### src/rtl/psum_accumulator_pkg.sv
// Shared widths, FSM state encoding and the lane saturation helper for psum_accumulator.
package psum_accumulator_pkg;

  localparam int TN            = 16;
  localparam int FEATURE_WIDTH = 16;
  localparam int ACC_WIDTH     = 32;
  localparam int TILE_W        = 8;
  localparam int SHIFT_W       = 5;

  localparam logic signed [ACC_WIDTH-1:0] SAT_MAX = ACC_WIDTH'((2 ** (FEATURE_WIDTH - 1)) - 1);
  localparam logic signed [ACC_WIDTH-1:0] SAT_MIN = -SAT_MAX - ACC_WIDTH'(1);

  typedef enum logic [1:0] {
    PSUM_IDLE,
    PSUM_ACCUM,
    PSUM_SCALE,
    PSUM_OUTPUT
  } psum_state_t;

  // Clamp a shifted accumulator value into the signed feature range.
  function automatic logic signed [FEATURE_WIDTH-1:0] sat_fw(input logic signed [ACC_WIDTH-1:0] v);
    if (v > SAT_MAX) begin
      return SAT_MAX[FEATURE_WIDTH-1:0];
    end else if (v < SAT_MIN) begin
      return SAT_MIN[FEATURE_WIDTH-1:0];
    end
    return v[FEATURE_WIDTH-1:0];
  endfunction

endpackage

### src/rtl/psum_accumulator_if.sv
// Adder-tree input and output-buffer handshake signals of psum_accumulator.
interface psum_accumulator_if;
  import psum_accumulator_pkg::*;

  logic                          in_valid;
  logic [TN*FEATURE_WIDTH-1:0]   in_sum;
  logic                          in_ready;
  logic                          out_valid;
  logic                          out_ready;
  logic [TN*FEATURE_WIDTH-1:0]   out_data;

  modport master (
    output in_valid, in_sum, out_ready,
    input  in_ready, out_valid, out_data
  );

  modport slave (
    input  in_valid, in_sum, out_ready,
    output in_ready, out_valid, out_data
  );

endinterface

### src/rtl/psum_accumulator_lane.sv
// One output-channel lane: accumulator, arithmetic shift, saturation and optional ReLU.
// Defining PSUM_RELU_EN forces negative saturated results to zero.
module psum_lane
  import psum_accumulator_pkg::*;
(
  input  logic                     clk,
  input  logic                     rst,
  input  logic                     clear,
  input  logic                     add_en,
  input  logic                     scale_en,
  input  logic [SHIFT_W-1:0]       shift,
  input  logic [FEATURE_WIDTH-1:0] in_lane,
  output logic [FEATURE_WIDTH-1:0] out_lane
);

  logic signed [ACC_WIDTH-1:0]     acc;
  logic signed [ACC_WIDTH-1:0]     shifted;
  logic signed [FEATURE_WIDTH-1:0] sat_val;
  logic signed [FEATURE_WIDTH-1:0] final_val;

  // The accumulator wraps silently; overflow is the caller's concern.
  always_ff @(posedge clk) begin
    if (rst) begin
      acc <= '0;
    end else if (clear) begin
      acc <= '0;
    end else if (add_en) begin
      acc <= acc + {{(ACC_WIDTH-FEATURE_WIDTH){in_lane[FEATURE_WIDTH-1]}}, in_lane};
    end
  end

  assign shifted = acc >>> shift;
  assign sat_val = sat_fw(shifted);

`ifdef PSUM_RELU_EN
  assign final_val = sat_val[FEATURE_WIDTH-1] ? '0 : sat_val;
`else
  assign final_val = sat_val;
`endif

  always_ff @(posedge clk) begin
    if (rst) begin
      out_lane <= '0;
    end else if (scale_en) begin
      out_lane <= final_val;
    end
  end

endmodule

### src/rtl/psum_accumulator.sv
// Accumulates Tn-lane tile sums over cfg_tile_num tiles, then scales/saturates into one output word.
// Optional fused ReLU in every lane when PSUM_RELU_EN is defined.
module psum_accumulator
  import psum_accumulator_pkg::*;
(
  input  logic                fast_clk,
  input  logic                rst,
  input  logic                start,
  input  logic [TILE_W-1:0]   cfg_tile_num,
  input  logic [SHIFT_W-1:0]  cfg_shift,
  psum_accumulator_if.slave   bus,
  output logic                done,
  output logic                err_overrun
);

  psum_state_t state;
  psum_state_t state_next;

  logic [TILE_W-1:0]           tile_num;
  logic [TILE_W-1:0]           cnt;
  logic [SHIFT_W-1:0]          shift;
  logic                        start_take;
  logic                        add_en;
  logic                        scale_en;
  logic                        out_valid_q;
  logic [TN*FEATURE_WIDTH-1:0] out_word;

  always_ff @(posedge fast_clk) begin
    if (rst) begin
      state <= PSUM_IDLE;
    end else begin
      state <= state_next;
    end
  end

  always_comb begin
    state_next = state;
    start_take = 1'b0;
    add_en     = 1'b0;
    scale_en   = 1'b0;
    done       = 1'b0;
    case (state)
      PSUM_IDLE: begin
        if (start) begin
          start_take = 1'b1;
          state_next = PSUM_ACCUM;
        end
      end
      PSUM_ACCUM: begin
        if (bus.in_valid) begin
          add_en = 1'b1;
          if (cnt == tile_num - TILE_W'(1)) begin
            state_next = PSUM_SCALE;
          end
        end
      end
      PSUM_SCALE: begin
        scale_en   = 1'b1;
        state_next = PSUM_OUTPUT;
      end
      PSUM_OUTPUT: begin
        if (bus.out_ready) begin
          done       = 1'b1;
          state_next = PSUM_IDLE;
        end
      end
      default: state_next = PSUM_IDLE;
    endcase
  end

  // A zero tile count behaves as a single tile so the FSM can always leave ACCUM.
  always_ff @(posedge fast_clk) begin
    if (rst) begin
      tile_num    <= TILE_W'(1);
      cnt         <= '0;
      shift       <= '0;
      out_valid_q <= 1'b0;
      err_overrun <= 1'b0;
    end else begin
      if (start_take) begin
        tile_num <= (cfg_tile_num == '0) ? TILE_W'(1) : cfg_tile_num;
        shift    <= cfg_shift;
        cnt      <= '0;
      end else if (add_en) begin
        cnt <= cnt + TILE_W'(1);
      end

      if (scale_en) begin
        out_valid_q <= 1'b1;
      end else if (done) begin
        out_valid_q <= 1'b0;
      end

      if (bus.in_valid && (state != PSUM_ACCUM)) begin
        err_overrun <= 1'b1;
      end else if (start_take) begin
        err_overrun <= 1'b0;
      end
    end
  end

  assign bus.in_ready  = (state == PSUM_ACCUM);
  assign bus.out_valid = out_valid_q;
  assign bus.out_data  = out_word;

  for (genvar i = 0; i < TN; i++) begin : g_lane
    psum_lane u_lane (
      .clk      (fast_clk),
      .rst      (rst),
      .clear    (start_take),
      .add_en   (add_en),
      .scale_en (scale_en),
      .shift    (shift),
      .in_lane  (bus.in_sum[i*FEATURE_WIDTH +: FEATURE_WIDTH]),
      .out_lane (out_word[i*FEATURE_WIDTH +: FEATURE_WIDTH])
    );
  end

endmodule

### src/flat_wrapper.sv
// flat-port wrapper written by rule: the top's interface ports become plain ports
module psum_accumulator_flat import psum_accumulator_pkg::*;
  (fast_clk, rst, start, cfg_tile_num, cfg_shift, done, err_overrun, bus_in_valid, bus_in_sum, bus_out_ready, bus_in_ready, bus_out_valid, bus_out_data);
  psum_accumulator_if bus_i ();
  input  logic fast_clk;
  input  logic rst;
  input  logic start;
  input  logic [TILE_W-1:0] cfg_tile_num;
  input  logic [SHIFT_W-1:0] cfg_shift;
  output logic done;
  output logic err_overrun;
  input wire logic [$bits(bus_i.in_valid)-1:0] bus_in_valid;
  input wire logic [$bits(bus_i.in_sum)-1:0] bus_in_sum;
  input wire logic [$bits(bus_i.out_ready)-1:0] bus_out_ready;
  output wire logic [$bits(bus_i.in_ready)-1:0] bus_in_ready;
  output wire logic [$bits(bus_i.out_valid)-1:0] bus_out_valid;
  output wire logic [$bits(bus_i.out_data)-1:0] bus_out_data;
  assign bus_i.in_valid = bus_in_valid;
  assign bus_i.in_sum = bus_in_sum;
  assign bus_i.out_ready = bus_out_ready;
  assign bus_in_ready = bus_i.in_ready;
  assign bus_out_valid = bus_i.out_valid;
  assign bus_out_data = bus_i.out_data;
  psum_accumulator u_core (.fast_clk(fast_clk), .rst(rst), .start(start), .cfg_tile_num(cfg_tile_num), .cfg_shift(cfg_shift), .bus(bus_i), .done(done), .err_overrun(err_overrun));
endmodule
### config.mk
export PLATFORM = sky130hd
export DESIGN_NAME = psum_accumulator_flat
export DESIGN_NICKNAME = d
export VERILOG_FILES = /design/src/rtl/psum_accumulator_pkg.sv /design/src/rtl/psum_accumulator_if.sv /design/src/rtl/psum_accumulator_lane.sv /design/src/rtl/psum_accumulator.sv /design/src/flat_wrapper.sv
export SDC_FILE = /design/constraint.sdc
export NUM_CORES = 2
export LEC_CHECK = 0
export CAP_MARGIN = 40
export CORE_MARGIN = 2
export CORE_UTILIZATION = 40
export CTS_CLUSTER_SIZE = 14
export DETAILED_ROUTE_END_ITERATION = 12
export PLACE_DENSITY = 0.64
export SYNTH_ARGS = -nofsm -noshare
export SYNTH_HDL_FRONTEND = slang
export SYNTH_SLANG_ARGS = --single-unit
### constraint.sdc
create_clock -name fast_clk -period 5.1 [get_ports fast_clk]
set_clock_uncertainty 0.1 [all_clocks]
set_input_delay 1.02 -clock fast_clk [delete_from_list [all_inputs] [get_ports fast_clk]]
set_output_delay 1.02 -clock fast_clk [all_outputs]
set_load 0.1 [all_outputs]
# Yosys cells after proc, flatten, opt, wreduce, memory -nomap -nowiden
# Cells that the tools add are included.
dict set report word_totals {
  inputBits 274
  ff_bits 793
}
dict set report op_classes {
  add_sub_neg 18
  shift 16
  eq_ne 9
  magnitude_cmp 32
  muxes 97
  n_reduce_logical 7
}
# cell n
set ops {}
lappend ops {{16-bit two-way mux} 48}
lappend ops {{32-bit adder} 16}
lappend ops {{32-bit by 16-bit > comparator with 1-bit output (second input constant)} 16}
lappend ops {{32-bit by 16-bit < comparator with 1-bit output (second input constant)} 16}
lappend ops {{32-bit by 5-bit >>> shifter with 32-bit output} 16}
lappend ops {{1-bit two-way mux} 43}
lappend ops {{8-bit by 1-bit adder with 8-bit output (second input constant)} 1}
lappend ops {{8-bit == test} 1}
lappend ops {{8-bit logical NOT} 1}
lappend ops {{2-bit two-way mux} 4}
lappend ops {{8-bit two-way mux} 1}
lappend ops {{2-bit case mux with 4 select lines} 1}
lappend ops {{8-bit by 1-bit subtractor with 8-bit output (second input constant)} 1}
lappend ops {{2-bit inequality test (second input constant)} 3}
lappend ops {{2-bit == test (second input constant)} 2}
lappend ops {{2-bit by 1-bit inequality test with 1-bit output (second input constant)} 2}
lappend ops {{4-bit AND reduction} 1}
lappend ops {{2-bit nonzero test} 2}
lappend ops {{2-bit by 1-bit == test with 1-bit output (second input constant)} 1}
lappend ops {{2-bit logical NOT} 1}
lappend ops {{2-bit OR reduction} 1}
lappend ops {{1-bit logical AND} 1}

# Depth between registers and ports, before layout
dict set report logic_depth {
  ltp_word 5
  ltp_mapped 19
  depth_no_buf 14
}

# By module
# Synthesis repeated with hierarchy kept, for this count alone.
dict set report hier_totals {
  cells_unflattened 9288
  area_unflattened_um2 83233.6
}
# mod seq_area_each_um2 cells_each n_inst area_each_um2
set modules_own_cells {}
lappend modules_own_cells {{psum_lane (u_core.g_lane[0].u_lane ...)} 960.9 564 12 5108.6}
lappend modules_own_cells {{psum_lane (u_core.g_lane[13].u_lane ...)} 960.9 564 3 5089.9}
lappend modules_own_cells {{psum_lane (u_core.g_lane[9].u_lane)} 960.9 667 1 5367.6}
lappend modules_own_cells {psum_accumulator 500.5 161 1 1292.5}

# Least setup slack after synthesis
# OpenSTA, ideal clock, no wires.
dict set report synth_timing {
  path_kind {input port to flip-flop}
  startpoint {input bus_in_sum[225]}
  endpoint {register u_core.g_lane[14].u_lane.acc[31]}
  path_slack_ns 1.085
  t_arrival_ns 3.845
  setup_ns 0.070
  n_path_buf 0
  path_stages 12
  required_ns 4.930
  cell_sequence {ha_1 > a211o_1 > a21o_1 > o2bb2ai_1 > o41ai_2 > a21oi_1 > a31oi_1 > o31a_1 > a211oi_1 > o31a_1 > or4_1 > a21oi_1}
}
dict set report synth_via {
  elab_chain_len 1
}
# item line
set synth_rtl {}
lappend synth_rtl {{from (decl)} flat_wrapper.sv:13} ;# input wire logic [$bits(bus_i.in_sum)-1:0] bus_in_sum;
lappend synth_rtl {{32-bit adder} psum_accumulator_lane.sv:28} ;# acc <= acc + {{(ACC_WIDTH-FEATURE_WIDTH){in_lane[FEATURE_WIDTH-1]}}, in_lane};
lappend synth_rtl {{to (signal assigned)} psum_accumulator_lane.sv:28}
lappend synth_rtl {{to (decl)} psum_accumulator_lane.sv:16} ;# logic signed [ACC_WIDTH-1:0] acc;
# No other way between the ends.
# A chain may end at the register's enable or synchronous reset.

# Worst setup path after layout
dict set report layout_timing {
  startpoint {register u_core.shift[1]}
  endpoint {register u_core.g_lane[0].u_lane.out_lane[7]}
}
dict set report layout_via {
  elab_chain_len 5
}
# item line
set layout_rtl {}
lappend layout_rtl {{from (decl)} psum_accumulator.sv:21} ;# logic [SHIFT_W-1:0] shift;
lappend layout_rtl {{from (signal assigned)} psum_accumulator.sv:82} ;# shift <= cfg_shift;
lappend layout_rtl {{32-bit by 5-bit >>> shifter with 32-bit output *} psum_accumulator_lane.sv:32} ;# assign shifted = acc >>> shift;
lappend layout_rtl {{32-bit by 16-bit < comparator with 1-bit output} psum_accumulator_pkg.sv:24} ;# end else if (v < SAT_MIN) begin
lappend layout_rtl {{1-bit two-way mux} psum_accumulator_pkg.sv:24}
lappend layout_rtl {{1-bit two-way mux} psum_accumulator_pkg.sv:22} ;# if (v > SAT_MAX) begin
lappend layout_rtl {{16-bit two-way mux *} psum_accumulator_pkg.sv:27} ;# return v[FEATURE_WIDTH-1:0];
lappend layout_rtl {{to (signal assigned)} psum_accumulator_lane.sv:45} ;# out_lane <= final_val;
lappend layout_rtl {{to (decl)} psum_accumulator_lane.sv:13} ;# output logic [FEATURE_WIDTH-1:0] out_lane
# Every way passes the cells marked *; elsewhere a longest branch is shown, timed or not.

==> results by group <==
Cells and area
  – Layout filler cell count: 18430
  – Number of nets in the layout: 11590
  – Signed area change from the synthesized netlist to the final layout: 21.57%
  – Post-route cell area: around 94000 um2
  – Share of cells above drive strength 1: between 10 and 15%
  – Final cell utilization of the core: 48.80%

Worst setup path
  – CP endpoint kind: flip-flop
  – Most used cell along the critical path: buf_4
  – Setup Crit Path Kind: reg2reg
  – Kind of launch point of the worst setup path: flip-flop
  – Slowest cell on the critical path: dfxtp_4
  – Chain of cells forming the critical path: nor2_4, buf_4, buf_4, o22ai_1, nand2_1, o211ai_1, nor3_1, nand4b_1, o31a_1, a2111oi_0, nor2_1, a211oi_1
  – Critical path data required time: roughly 5700 ps
  – Largest fanout on the critical path: 44
  – Crit path largest cell delay: 620 ps
  – Crit path arrival time: about 5200 ps
  – Number of cells traversed by the worst register-to-register path: 12

Synthesis
  – Most common cell in the netlist: nand2_1
  – Cell taking the most area after synthesis: dfxtp_1
  – Largest cells by area after synthesis: dfxtp_1, ha_1, nand2_1, a21oi_1, mux4_2
  – Synth top cells by count: nand2_1, a21oi_1, nor2_1
  – Library cells used by synthesis: 105
  – Number of cells produced by synthesis: 10330
  – Most frequently used flop master after synthesis: dfxtp_1
  – Area share of the leading cell type in the synthesized netlist: 20.60%
  – Total number of yosys warnings: 0
  – Mapped Area: 77060 um2
  – Yosys reg bits: 793
  – Number of flops mapped to enable cells by yosys: 0
  – Portion of the post-synthesis area used by sequential elements: 20.60%
  – FFs w/ async S/R, synth: 0%
  – Synthesized area divided by synthesized cell count: approximately 7.5 um2
  – Synthesized netlist net count: 11120

Power and ir drop
  – PD cells: 487.5 nW/um2
  – Highest ir drop seen on vdd: around 0.00033 V
  – Total power: 45.67 mW
  – Lkg Pwr: between 30 and 40 nW

Floorplan
  – Initial Utilization: ~40%
  – Placement Rows: 161
  – Number of placed I/O pins: 534
  – Overall die height: 442.9 um
  – Core outline area: 192000 um2
  – Die extent in x: ~440 um
  – DIE AREA: 196200 um2

Clock network
  – H-tree depth reported by CTS: 3
  – Clock transition at the registers of the reported paths: 60 ps
  – Clock tree from TritonCTS: done
  – Clock root cell: clkbuf_16
  – Sinks on Clock Net: 793
  – CTS hold repair buffers: 0
  – Longest Clk Path Bufs: 3
  – Setup fix buffers added after clock tree synthesis: 0
  – PostCTS Resize Cnt: 0
  – Number of buffers inserted during clock tree synthesis: between 100 and 150
  – Clock latency of the later-clocked register in the worst-skew pair: roughly 770 ps

Routing
  – Overall via count from detail_route: about 82000
  – Count of TritonRoute iterations in the first routing pass: 8
  – Post-detailed-route via-to-cell ratio: around 6.1
  – Number of DRC violations after detailed routing: 0
  – DRC violation total after the first TritonRoute iteration: 9310
  – Routed Wire Length: around 320000 um
  – Count of nets left with antenna violations after detail routing: 0
  – Average routed wire per standard cell: about 24 um

Timing
  – Tightest slew margin relative to the limit: 24.46%
  – Worst slew pin tran: 1133 ps
  – Min Tclk post-route: around 4600 ps
  – Unrepaired setup endpoints after global routing: false
  – Max-slew violation count: 0
  – Highest attainable clock frequency: approximately 220 MHz
  – Setup violation total in the final timing report: 0
  – Final hold violations: 0
  – Total Neg Setup Slack: 0 ps
  – Final worst-path cycle share: 91.11%

Global routing
  – First-pass GRT wire length: 479600 um
  – Pin count of the biggest net entering global routing: 189
  – Number of antenna violations at the first check in global routing: 21
  – Overall fraction of global-route tracks in use: 31.59%
  – Total congestion overflow after global routing: 0
  – Via count of the first global-routing pass: 73770

Flow run
  – Max-cap viol count: 0

Placed design
  – Global placement routability congestion: between 1 and 1.5
  – Post-detail-place hpwl: between 200000 and 250000 um
  – Cell area reported after detailed placement: ~90000 um2
  – Number of buffers inserted by port buffering: ~530

Status
  – Status: complete, no violations

Hold path
  – HP Class: reg2reg
  – Worst hold stages: 2
==> critical path, delay by kind of cell (launching register included) <==
family,cells,cell delay [ps]
and+or+nand+nor,5,1320
buffers and inverters,2,830
DFF,1,620
AOI/OAI and AO/OA,5,1610
==> area by class of cell <==
type / count / area [um2] / share of cell area (%)
flip-flops and latches: 793 / 15890 / 16.97
clock inverters: 57 / 757.0 / 0.8080
multi-input cells: 8660 / 57400 / 61.27
diodes: 10 / 25.02 / 0.02671
well taps: 2526 / 3161 / 3.374
repair buffers: 1041 / 12720 / 13.58
clock buffers: 138 / 2973 / 3.173
inverters: 193 / 752.0 / 0.8027
==> layout by cell type, fill, tap and decap left out, types with 241 or more instances in the layout <==
cell,count
nor2_1,1053
buf_4,241
ha_1,502
a21oi_1,1140
mux2i_1,380
clkdlybuf4s50_1,512
o21ai_0,720
a211oi_1,391
nand2_1,1614
dfxtp_1,788
==> registers in the layout (all words and copies together) (netlist names) <==
signal and count:
u_core.shift 5, u_core.cnt 8, u_core.bus.out_valid 1, u_core.tile_num 8, u_core.state 2, u_core.err_overrun 1
u_core.g_lane.u_lane.acc 512, u_core.g_lane.u_lane.out_lane 256
==> per-layer routing <==
layer	part of all wire, %	global-route usage [%]	wire length, um
met5	0.064	0.4884	209
met4	1.9	6.279	6037
met3	13	10.61	41600
met2	36	39.68	118000
met1	49	50.03	159000
==> worst paths after layout <==
path,endpoint,slack [ps],from
setup / recovery,u_core.g_lane[0].u_lane.out_lane[7]$_SDFFE_PP0P_,450,u_core.shift[1]$_SDFFE_PP0P_
hold / removal,u_core.g_lane[12].u_lane.out_lane[15]$_SDFFE_PP0P_,370,u_core.g_lane[12].u_lane.out_lane[15]$_SDFFE_PP0P_
setup reg to reg,u_core.g_lane[0].u_lane.out_lane[7]$_SDFFE_PP0P_,450,u_core.shift[1]$_SDFFE_PP0P_
hold reg to reg,u_core.g_lane[12].u_lane.out_lane[15]$_SDFFE_PP0P_,370,u_core.g_lane[12].u_lane.out_lane[15]$_SDFFE_PP0P_
==> cell families after synthesis <==
kind of cell,count (synthesis),synth area share (%)
simple gates,3656,20.65
compound gates,3357,27.29
buf+inv,876,5.051
flops,793,20.60
mux,750,13.53
fa+ha+maj,519,8.583
xor+xnor,378,4.296
==> through the flow <==
| stage | hold WS (ps) | std cells | setup WS, ps |
|---|---|---|---|
| global placement | 361.1 | 12950 | 108.5 |
| global route | 393.4 | 13410 | 414.7 |
| floorplan | 350.1 | 10330 | 1085 |
| detailed placement | 358.4 | 13210 | 110.2 |
| CTS | 374.5 | 13400 | 658.1 |
| finish | 372.6 | 13420 | 453.2 |
==> report_power, final <==
part / switching, mW / internal [mW] / leakage, nW
logic: 18.4 / 10.1 / 29.2
clock network: 3.26 / 4.87 / 1.83
registers: 1.58 / 7.45 / 6.44
total: 23.2 / 22.4 / 37.5
Note: power is estimated with default switching activity, not from simulation.
